[config.mk]
export PLATFORM = sky130hd
export DESIGN_NAME = mem_arbiter
export DESIGN_NICKNAME = d
export VERILOG_FILES = /design/src/rtl/mem_arbiter_pkg.sv /design/src/rtl/mem_arbiter.sv
export SDC_FILE = /design/constraint.sdc
export NUM_CORES = 1
export LEC_CHECK = 0
export ABC_CLOCK_PERIOD_IN_PS = 1600
export BUFFER_PORTS_ARGS = -buffer_cell sky130_fd_sc_hd__buf_2
export CORE_UTILIZATION = 42
export DETAILED_ROUTE_END_ITERATION = 16
export GPL_TIMING_DRIVEN = 0
export PLACE_DENSITY = 0.76
export SETUP_SLACK_MARGIN = 0.1
export SLEW_MARGIN = 30
export SYNTH_ARGS = -nofsm -noshare
export SYNTH_HDL_FRONTEND = slang
export SYNTH_SLANG_ARGS = --single-unit
[constraint.sdc]
create_clock -name clk -period 1.6 [get_ports clk]
set_input_delay 0 -clock clk [delete_from_list [all_inputs] [get_ports clk]]
set_output_delay 0 -clock clk [all_outputs]
set_load 0.02 [all_outputs]
[src/rtl/mem_arbiter_pkg.sv]
`default_nettype none
// +----------------------------------------------------------------------------+
// | Package     : mem_arbiter_pkg                                              |
// | Description : Shared cache-subsystem definitions used by the icache,       |
// |               the dcache and the memory arbiter: bus width defaults,       |
// |               the arbiter state encoding and the owner encoding.           |
// | Revision    : 1.0  initial release                                         |
// +----------------------------------------------------------------------------+
package mem_arbiter_pkg;

  localparam int unsigned ADDRBITS_DEF = 32;
  localparam int unsigned DATABITS_DEF = 32;
  localparam int unsigned TOBITS_DEF   = 8;

  typedef enum logic [1:0] {
    ST_IDLE = 2'd0,
    ST_BUSY = 2'd1,
    ST_RESP = 2'd2
  } arb_state_e;

  typedef enum logic {
    OWN_DC = 1'b0,
    OWN_IC = 1'b1
  } owner_e;

endpackage
`default_nettype wire

[src/rtl/mem_arbiter.sv]
`default_nettype none
// +----------------------------------------------------------------------------+
// | Module      : mem_arbiter                                                  |
// | Description : Two-client (dcache read/write, icache read) arbiter in front |
// |               of a single memory controller. One outstanding transaction,  |
// |               round-robin grant, registered controller request, one-cycle |
// |               response pulse to the owner, sticky BUSY timeout flag.      |
// | Revision    : 1.0  initial release                                         |
// +----------------------------------------------------------------------------+
// | Ports                                                                      |
// |   clk, reset_n          clock (rising edge), async active-low reset        |
// |   dc_addr/dc_wdata      dcache request address / write data               |
// |   dc_rdreq/dc_wrreq     dcache request level (both high = write)          |
// |   dc_rdata/dc_valid     dcache response (valid is a one-cycle pulse)      |
// |   ic_addr/ic_rdreq      icache read request                               |
// |   ic_rdata/ic_valid     icache response                                   |
// |   ctl_addr/ctl_wdata    controller request address / write data          |
// |   ctl_rdreq/ctl_wrreq   controller request, held until ctl_valid          |
// |   ctl_rdata/ctl_valid   controller single-cycle completion                |
// |   err_timeout           sticky: BUSY lasted 2^TOBITS-1 cycles             |
// +----------------------------------------------------------------------------+
module mem_arbiter
  import mem_arbiter_pkg::*;
#(
  parameter int unsigned ADDRBITS = ADDRBITS_DEF,
  parameter int unsigned DATABITS = DATABITS_DEF,
  parameter int unsigned TOBITS   = TOBITS_DEF
) (
  input  logic                clk,
  input  logic                reset_n,
  input  logic [ADDRBITS-1:0] dc_addr,
  input  logic [DATABITS-1:0] dc_wdata,
  input  logic                dc_rdreq,
  input  logic                dc_wrreq,
  output logic [DATABITS-1:0] dc_rdata,
  output logic                dc_valid,
  input  logic [ADDRBITS-1:0] ic_addr,
  input  logic                ic_rdreq,
  output logic [DATABITS-1:0] ic_rdata,
  output logic                ic_valid,
  output logic [ADDRBITS-1:0] ctl_addr,
  output logic [DATABITS-1:0] ctl_wdata,
  output logic                ctl_rdreq,
  output logic                ctl_wrreq,
  input  logic [DATABITS-1:0] ctl_rdata,
  input  logic                ctl_valid,
  output logic                err_timeout
);

  localparam logic [TOBITS-1:0] TO_MAX = '1;

  arb_state_e          state_q, state_d;
  owner_e              owner_q, owner_d;
  logic                last_ic_q, last_ic_d;
  logic [ADDRBITS-1:0] ctl_addr_q, ctl_addr_d;
  logic [DATABITS-1:0] ctl_wdata_q, ctl_wdata_d;
  logic                ctl_rdreq_q, ctl_rdreq_d;
  logic                ctl_wrreq_q, ctl_wrreq_d;
  logic [DATABITS-1:0] dc_rdata_q, dc_rdata_d;
  logic                dc_valid_q, dc_valid_d;
  logic [DATABITS-1:0] ic_rdata_q, ic_rdata_d;
  logic                ic_valid_q, ic_valid_d;
  logic [TOBITS-1:0]   to_cnt_q, to_cnt_d;
  logic                err_q, err_d;

  logic                dc_req;
  logic                grant_ic;
  logic [DATABITS-1:0] resp_data;

  always_comb begin
    state_d     = state_q;
    owner_d     = owner_q;
    last_ic_d   = last_ic_q;
    ctl_addr_d  = ctl_addr_q;
    ctl_wdata_d = ctl_wdata_q;
    ctl_rdreq_d = ctl_rdreq_q;
    ctl_wrreq_d = ctl_wrreq_q;
    dc_rdata_d  = dc_rdata_q;
    ic_rdata_d  = ic_rdata_q;
    dc_valid_d  = 1'b0;
    ic_valid_d  = 1'b0;
    to_cnt_d    = to_cnt_q;
    err_d       = err_q;

    dc_req    = dc_rdreq | dc_wrreq;
    // icache wins when alone, or when both request and dcache had the last grant
    grant_ic  = ic_rdreq & (~dc_req | ~last_ic_q);
    // ctl_wrreq_q is still high in the completion cycle, so it tells us the type
    resp_data = ctl_wrreq_q ? '0 : ctl_rdata;

    case (state_q)
      ST_IDLE: begin
        if (dc_req || ic_rdreq) begin
          owner_d     = grant_ic ? OWN_IC : OWN_DC;
          last_ic_d   = grant_ic;
          ctl_addr_d  = grant_ic ? ic_addr : dc_addr;
          ctl_wdata_d = grant_ic ? '0 : dc_wdata;
          ctl_wrreq_d = ~grant_ic & dc_wrreq;
          ctl_rdreq_d = grant_ic | ~dc_wrreq;
          to_cnt_d    = '0;
          state_d     = ST_BUSY;
        end
      end
      ST_BUSY: begin
        if (ctl_valid) begin
          ctl_rdreq_d = 1'b0;
          ctl_wrreq_d = 1'b0;
          state_d     = ST_RESP;
          if (owner_q == OWN_IC) begin
            ic_valid_d = 1'b1;
            ic_rdata_d = resp_data;
          end else begin
            dc_valid_d = 1'b1;
            dc_rdata_d = resp_data;
          end
        end else begin
          if (to_cnt_q != TO_MAX) begin
            to_cnt_d = to_cnt_q + 1'b1;
          end
          // flag only; the transaction keeps waiting for the controller
          if (to_cnt_d == TO_MAX) begin
            err_d = 1'b1;
          end
        end
      end
      ST_RESP: begin
        state_d = ST_IDLE;
      end
      default: begin
        state_d = ST_IDLE;
      end
    endcase
  end

  always_ff @(posedge clk or negedge reset_n) begin
    if (!reset_n) begin
      state_q     <= ST_IDLE;
      owner_q     <= OWN_DC;
      last_ic_q   <= 1'b1;
      ctl_addr_q  <= '0;
      ctl_wdata_q <= '0;
      ctl_rdreq_q <= 1'b0;
      ctl_wrreq_q <= 1'b0;
      dc_rdata_q  <= '0;
      dc_valid_q  <= 1'b0;
      ic_rdata_q  <= '0;
      ic_valid_q  <= 1'b0;
      to_cnt_q    <= '0;
      err_q       <= 1'b0;
    end else begin
      state_q     <= state_d;
      owner_q     <= owner_d;
      last_ic_q   <= last_ic_d;
      ctl_addr_q  <= ctl_addr_d;
      ctl_wdata_q <= ctl_wdata_d;
      ctl_rdreq_q <= ctl_rdreq_d;
      ctl_wrreq_q <= ctl_wrreq_d;
      dc_rdata_q  <= dc_rdata_d;
      dc_valid_q  <= dc_valid_d;
      ic_rdata_q  <= ic_rdata_d;
      ic_valid_q  <= ic_valid_d;
      to_cnt_q    <= to_cnt_d;
      err_q       <= err_d;
    end
  end

  assign ctl_addr    = ctl_addr_q;
  assign ctl_wdata   = ctl_wdata_q;
  assign ctl_rdreq   = ctl_rdreq_q;
  assign ctl_wrreq   = ctl_wrreq_q;
  assign dc_rdata    = dc_rdata_q;
  assign dc_valid    = dc_valid_q;
  assign ic_rdata    = ic_rdata_q;
  assign ic_valid    = ic_valid_q;
  assign err_timeout = err_q;

endmodule
`default_nettype wire

* Word-level counts from Yosys, hierarchy flattened
Index checks and enable logic that the tools add are counted.
Operators by class: shifts and indexed selects 0, add/subtract/negate cells 1, magnitude comparators 0, equal/unequal tests 6, multiply operators 0, multiplexer cells 24, div/mod/pow operators 0, bitwise gates (word level) 11, reduce and logical (&&, ||, !) cells 10
Operator list (count):
- $mux W32 | 3
- $mux W8 | 5
- $pmux W8 S2 | 1
- $reduce_and A3 Y1 | 5
- $mux W1 | 10
- $add A8 B1 Y8 const B | 1
- $eq A8 B8 Y1 const B | 1
- $ne A8 B8 Y1 const B | 1
- $ne A2 B2 Y1 const B | 3
- $not A1 Y1 | 6
- $mux W2 | 2
- $pmux W1 S2 | 2
- $pmux W2 S2 | 1
- $reduce_and A2 Y1 | 2
- $or A1 B1 Y1 | 3
- $and A1 B1 Y1 | 2
- $eq A2 B1 Y1 const B | 1
- $logic_not A2 Y1 | 1
- $reduce_bool A2 Y1 | 1
- $logic_or A1 B1 Y1 | 1
Storage, ports and cells: latch bits 0, input bits 134, register bits after elaboration 145, memories 0, bits in writable memories 0, memory bits (read-only) 0

* Longest topological paths before layout
depth in word-level cells 8, depth in mapped cells 7, gate-level depth less buffers 5

* Worst setup path before layout
No wires, ideal clock.
path kind reg2reg, start register to_cnt_q[0], end register err_q (netlist: err_timeout), setup time 0.110 ns, arrival time 1.608 ns, stages on the path, launching flop included 6, setup slack -0.119 ns, data required time 1.490 ns, cells stage by stage dfrtp_1 ha_1 nand3_1 nor2_1 mux2_2 o41ai_1
Between the ends: longest elaborated chain between the ends 6, elaborated cells between the ends (all ways) 7, those cells by class 1 x add/sub; 2 x eq/ne; 3 x mux; 1 x reduce/logical
RTL lines:
- from (decl) | RTL line mem_arbiter.sv:63 | logic [TOBITS-1:0] to_cnt_q, to_cnt_d;
- from (signal assigned) | RTL line mem_arbiter.sv:162 | to_cnt_q <= to_cnt_d;
- $add A8 B1 Y8 or $ne A8 B8 Y1 (tied branches) | RTL line mem_arbiter.sv:118, mem_arbiter.sv:117
- $mux W8 * | RTL line mem_arbiter.sv:117 | if (to_cnt_q != TO_MAX) begin
- $mux W8 * | RTL line mem_arbiter.sv:105 | if (ctl_valid) begin
- $mux W8 * | RTL line mem_arbiter.sv:91 | case (state_q)
- $eq A8 B8 Y1 * | RTL line mem_arbiter.sv:121 | if (to_cnt_d == TO_MAX) begin
- $reduce_and A3 Y1 (no source line) *
- to (signal assigned) | RTL line mem_arbiter.sv:163 | err_q <= err_d;
- to (decl) | RTL line mem_arbiter.sv:64 | logic err_q, err_d;
Mark *: on every way between the ends. The rest lies on a longest branch, timed or not. The select of a mux whose other input is x is not followed. A chain may end at the register's enable or synchronous reset.

* Final worst setup path
start register state_q[1], end register ctl_addr_q[6] (netlist: ctl_addr[6])
Between the ends: longest elaborated chain between the ends 2
RTL lines:
- from (decl) | RTL line mem_arbiter.sv:52 | arb_state_e state_q, state_d;
- from (signal assigned) | RTL line mem_arbiter.sv:151 | state_q <= state_d;
- $logic_not A2 Y1 | RTL line mem_arbiter.sv:91
- $reduce_and A2 Y1 (no source line)
- to (signal assigned) | RTL line mem_arbiter.sv:154 | ctl_addr_q <= ctl_addr_d;
- to (decl) | RTL line mem_arbiter.sv:55 | logic [ADDRBITS-1:0] ctl_addr_q, ctl_addr_d;
No other way between the ends.

==> flow_metrics.py <==
metrics = {
    "final_layout": {
        "drive_gt1_share_pct": 39.3,
        "fillers": 868,
        "syn_to_final_growth_pct": 69.4,
        "fin_cells": 1162,
        "design_area_um2": 9900,
        "nets": 1108,
    },
    "sta": {
        "final_hold_viol_count": 0,
        "period_share_pct": 105,
        "setup_viol": 31,
        "setup_slack_ns": -0.0848,
        "tightestPinTransition_ns": 0.510,
        "drv_slew": 0,
        "fin_hold_ws_ns": 0.104,
        "fin_skew_ns": 0.00954,
        "period_minus_slack_ns": 1.68,
        "rsz0062_at_grt": "yes",
        "slew_headroom_pct": 66.0,
        "setup-tns-final_ns": -0.727,
        "fmax_mhz": 594,
    },
    "floorplan": {
        "die_w_um": 120,
        "core_area_um2": 13400,
        "start_util_pct": 43.6,
        "io_pins": 267,
        "design.die.area_um2": 14400,
        "row_count": 42,
        "fp.dieH_um": 120,
    },
    "yosys": {
        "ys_seq_area_share_pct": 62.1,
        "synth_nets": 672,
        "netlist_instances": 537,
        "ys_types": 37,
        "ys_top_cells_by_area": "dfrtp_1 62%, o21ai_0 8.8%, nand2_1 6.5%, mux2i_1 5.5%, a22o_1 4.9%",
        "yosysTopAreaCell": "dfrtp_1",
        "ys_warn_count": 0,
        "ys_ff_latch": 145,
        "netlist.area_leader.share_pct": 61.6,
        "synth_top_flop_cell": "dfrtp_1",
        "netlist_area_um2": 5850,
        "postSynthAreaPerCell_um2": 10.9,
        "synth_edf_count": 0,
        "synthArstFlopShare_pct": 100,
    },
    "critical_path": {
        "crit_required_ns": 1.90,
        "arrival_ns": 1.98,
        "cp-end-kind": "flip-flop",
        "crit_fanout": 10,
        "path_class": "reg2reg",
        "start_kind": "flip-flop",
    },
    "routing": {
        "post_drt_wl_per_cell_um": 19.3,
        "post-route-drc-count": 0,
        "firstDrtPassIters": 5,
        "wirelength_um": 22500,
        "drt_iter0_drc": 473,
        "ant_nets": 0,
        "vias_per_cell": 5.38,
        "vias": 6250,
    },
    "worst_hold_path": {
        "hold_class": "in2reg",
    },
    "outcome": {
        "violations": "negative setup slack",
        "status": "finished, violations left",
    },
    "global_route": {
        "met1_usage_pct": 32.0,
        "grt_use_total_pct": 29.6,
        "use_met3_pct": 8.46,
        "globalRouteMet2Util_pct": 50.5,
        "overflow": 0,
        "antenna_found_initial": 2,
        "grt_max_degree": 82,
        "grt_pass1_vias": 6465,
        "top_usage_layer": "met2",
        "grt_first_pass_wirelength_um": 32500,
    },
    "power_and_ir_drop": {
        "ir_worst_vdd_mv": 1.49,
        "pwr-share-seq_pct": 33.7,
        "switching_share_pct": 41.8,
        "internal-power_mw": 10.9,
        "comb_power_share_pct": 46.5,
        "switchingPower_mw": 7.84,
        "power.density_nw_per_um2": 1890,
        "leakage_nw": 5.11,
        "p_clk_share_pct": 19.8,
    },
    "clock_tree": {
        "path_clk_slew_ns": 0.06,
        "numCtsBuffers": 17,
        "root_buffer": "clkbuf_16",
        "cts_htree_levels": 4,
        "cts_num_sinks": 145,
        "tritoncts": "built",
        "insertion_delay_ns": 0.42,
        "cts.path.max_buffers": 2,
    },
    "placed_design": {
        "routabilityCongestion": 0.869,
        "io_buffers": 266,
        "dpl.hpwl_um": 11700,
        "dp_slack_ns": -0.306,
        "placedCellCount": 980,
        "placed_cell_area_um2": 7470,
    },
    "job": {
        "drv_cap": 0,
    },
}
-- state kept, by name (all words and copies together) (netlist names), 2 cells and up --
name	count
ctl_addr	32
ctl_wdata	32
dc_rdata	32
ic_rdata	32
to_cnt_q	8
state_q	2
-- final timing paths --
kind                                    from      endpoint  slack (ns)  cells after the start
worst max-delay path              state_q[1]   ctl_addr[6]       -0.08                      4
min in group asynchronous            reset_n      ic_valid        0.11                      2
max in group asynchronous            reset_n   to_cnt_q[1]        0.69                      3
worst min register to register  ctl_addr[17]  ctl_addr[17]        0.47                      2
worst max register to register    state_q[1]   ctl_addr[6]       -0.08                      4
worst min-delay path                dc_rdreq   to_cnt_q[3]        0.10                      4
-- cell usage after synthesis (2+ instances only) --
cell type and instances:
dfrtp_1 144, o21ai_0 103, nand2_1 102, a22o_1 33
nand2b_1 33, mux2i_1 32, clkbuf_1 21, buf_2 15
inv_1 7, nand3_1 6, nor2_1 4, nor3_1 4
a21oi_1 3, mux2_2 3, nand4_1 3, and3_1 2
nand3b_1 2
-- timing repair --
item	CTS	global route
endpoints found under the setup margin	136	140
setup buffers	9	4
hold buffers	131	0
hold endpoints to repair	219	0
pin swaps	5	9
gates cloned	2	4
gates resized for setup	70	116
-- cell type report --
cell class	count	area (µm²)	share of cell area, %
clock inverter	7	60.1	0.606
antenna	2	5.00	0.0505
clock buffer	23	478	4.83
timing repair buffer	417	2890	29.2
inverter	7	26.3	0.265
sequential	145	3640	36.7
tap	176	220	2.22
buffer	36	373	3.76
multi-input combinational	349	2220	22.4
-- metrics by stage --
step                power, mW  util [%]
global placement         13.0      55.5
floorplan                10.4         -
global route             19.6      73.9
CTS                      17.5      71.6
finish                   18.7      73.9
detailed placement       13.1      55.8
-- worst max-delay path, stage by stage, from the launching register on --
cell and delay, ns:
dfrtp_2 0.45, or3_4 0.39, buf_2 0.19, buf_4 0.20, o21ai_0 0.33
-- placed cells by master (no fill, tap or decap), types with 3 or more instances in the layout --
master	count
nand4_1	3
clkbuf_1	6
o21ai_2	10
a21oi_1	3
dfrtp_2	5
nor2_1	3
clkinv_2	6
o21ai_0	58
o21ai_1	35
clkbuf_2	3
nand3_1	5
nand2_1	98
dfrtp_1	139
clkbuf_16	18
clkbuf_8	4
nor3_1	3
mux2i_1	27
buf_6	11
buf_4	15
inv_1	6
buf_2	269
mux2i_4	3
dlygate4sd3_1	131
nand2b_1	32
nand2_2	4
a22o_1	33
buf_8	17
-- power groups by stage --
stage          logic (mW)  registers (mW)  clock network [mW]
4_1_cts              7.70            6.12                3.72
3_3_place_gp         6.84            6.13                   0
6_report             8.72            6.32                3.71
2_1_floorplan        2.48            7.97                   0
5_1_grt              9.26            6.45                3.90
3_5_place_dp         7.02            6.13                   0
-- per-layer routing --
metal / wire [µm] / vias to the layer above
met4: 1030 / 0
met2: 11500 / 407
met3: 1810 / 106
met1: 8170 / 2997
met5: 0 / -
li1: - / 2740
-- kinds of logic (layout without fill, tap and decap cells) --
logic type      after synthesis  in the layout  synth area share [%]
flops                       145            145                  62.1
other cells                   0              2                     0
fa+ha+maj                     1              1                 0.214
buf+inv                      43            490                  3.08
xor+xnor                      1              1                 0.150
compound gates              151            151                  15.7
simple gates                161            161                  12.7
mux                          35             35                  6.05
No activity file was read; power rests on OpenSTA's default activity.
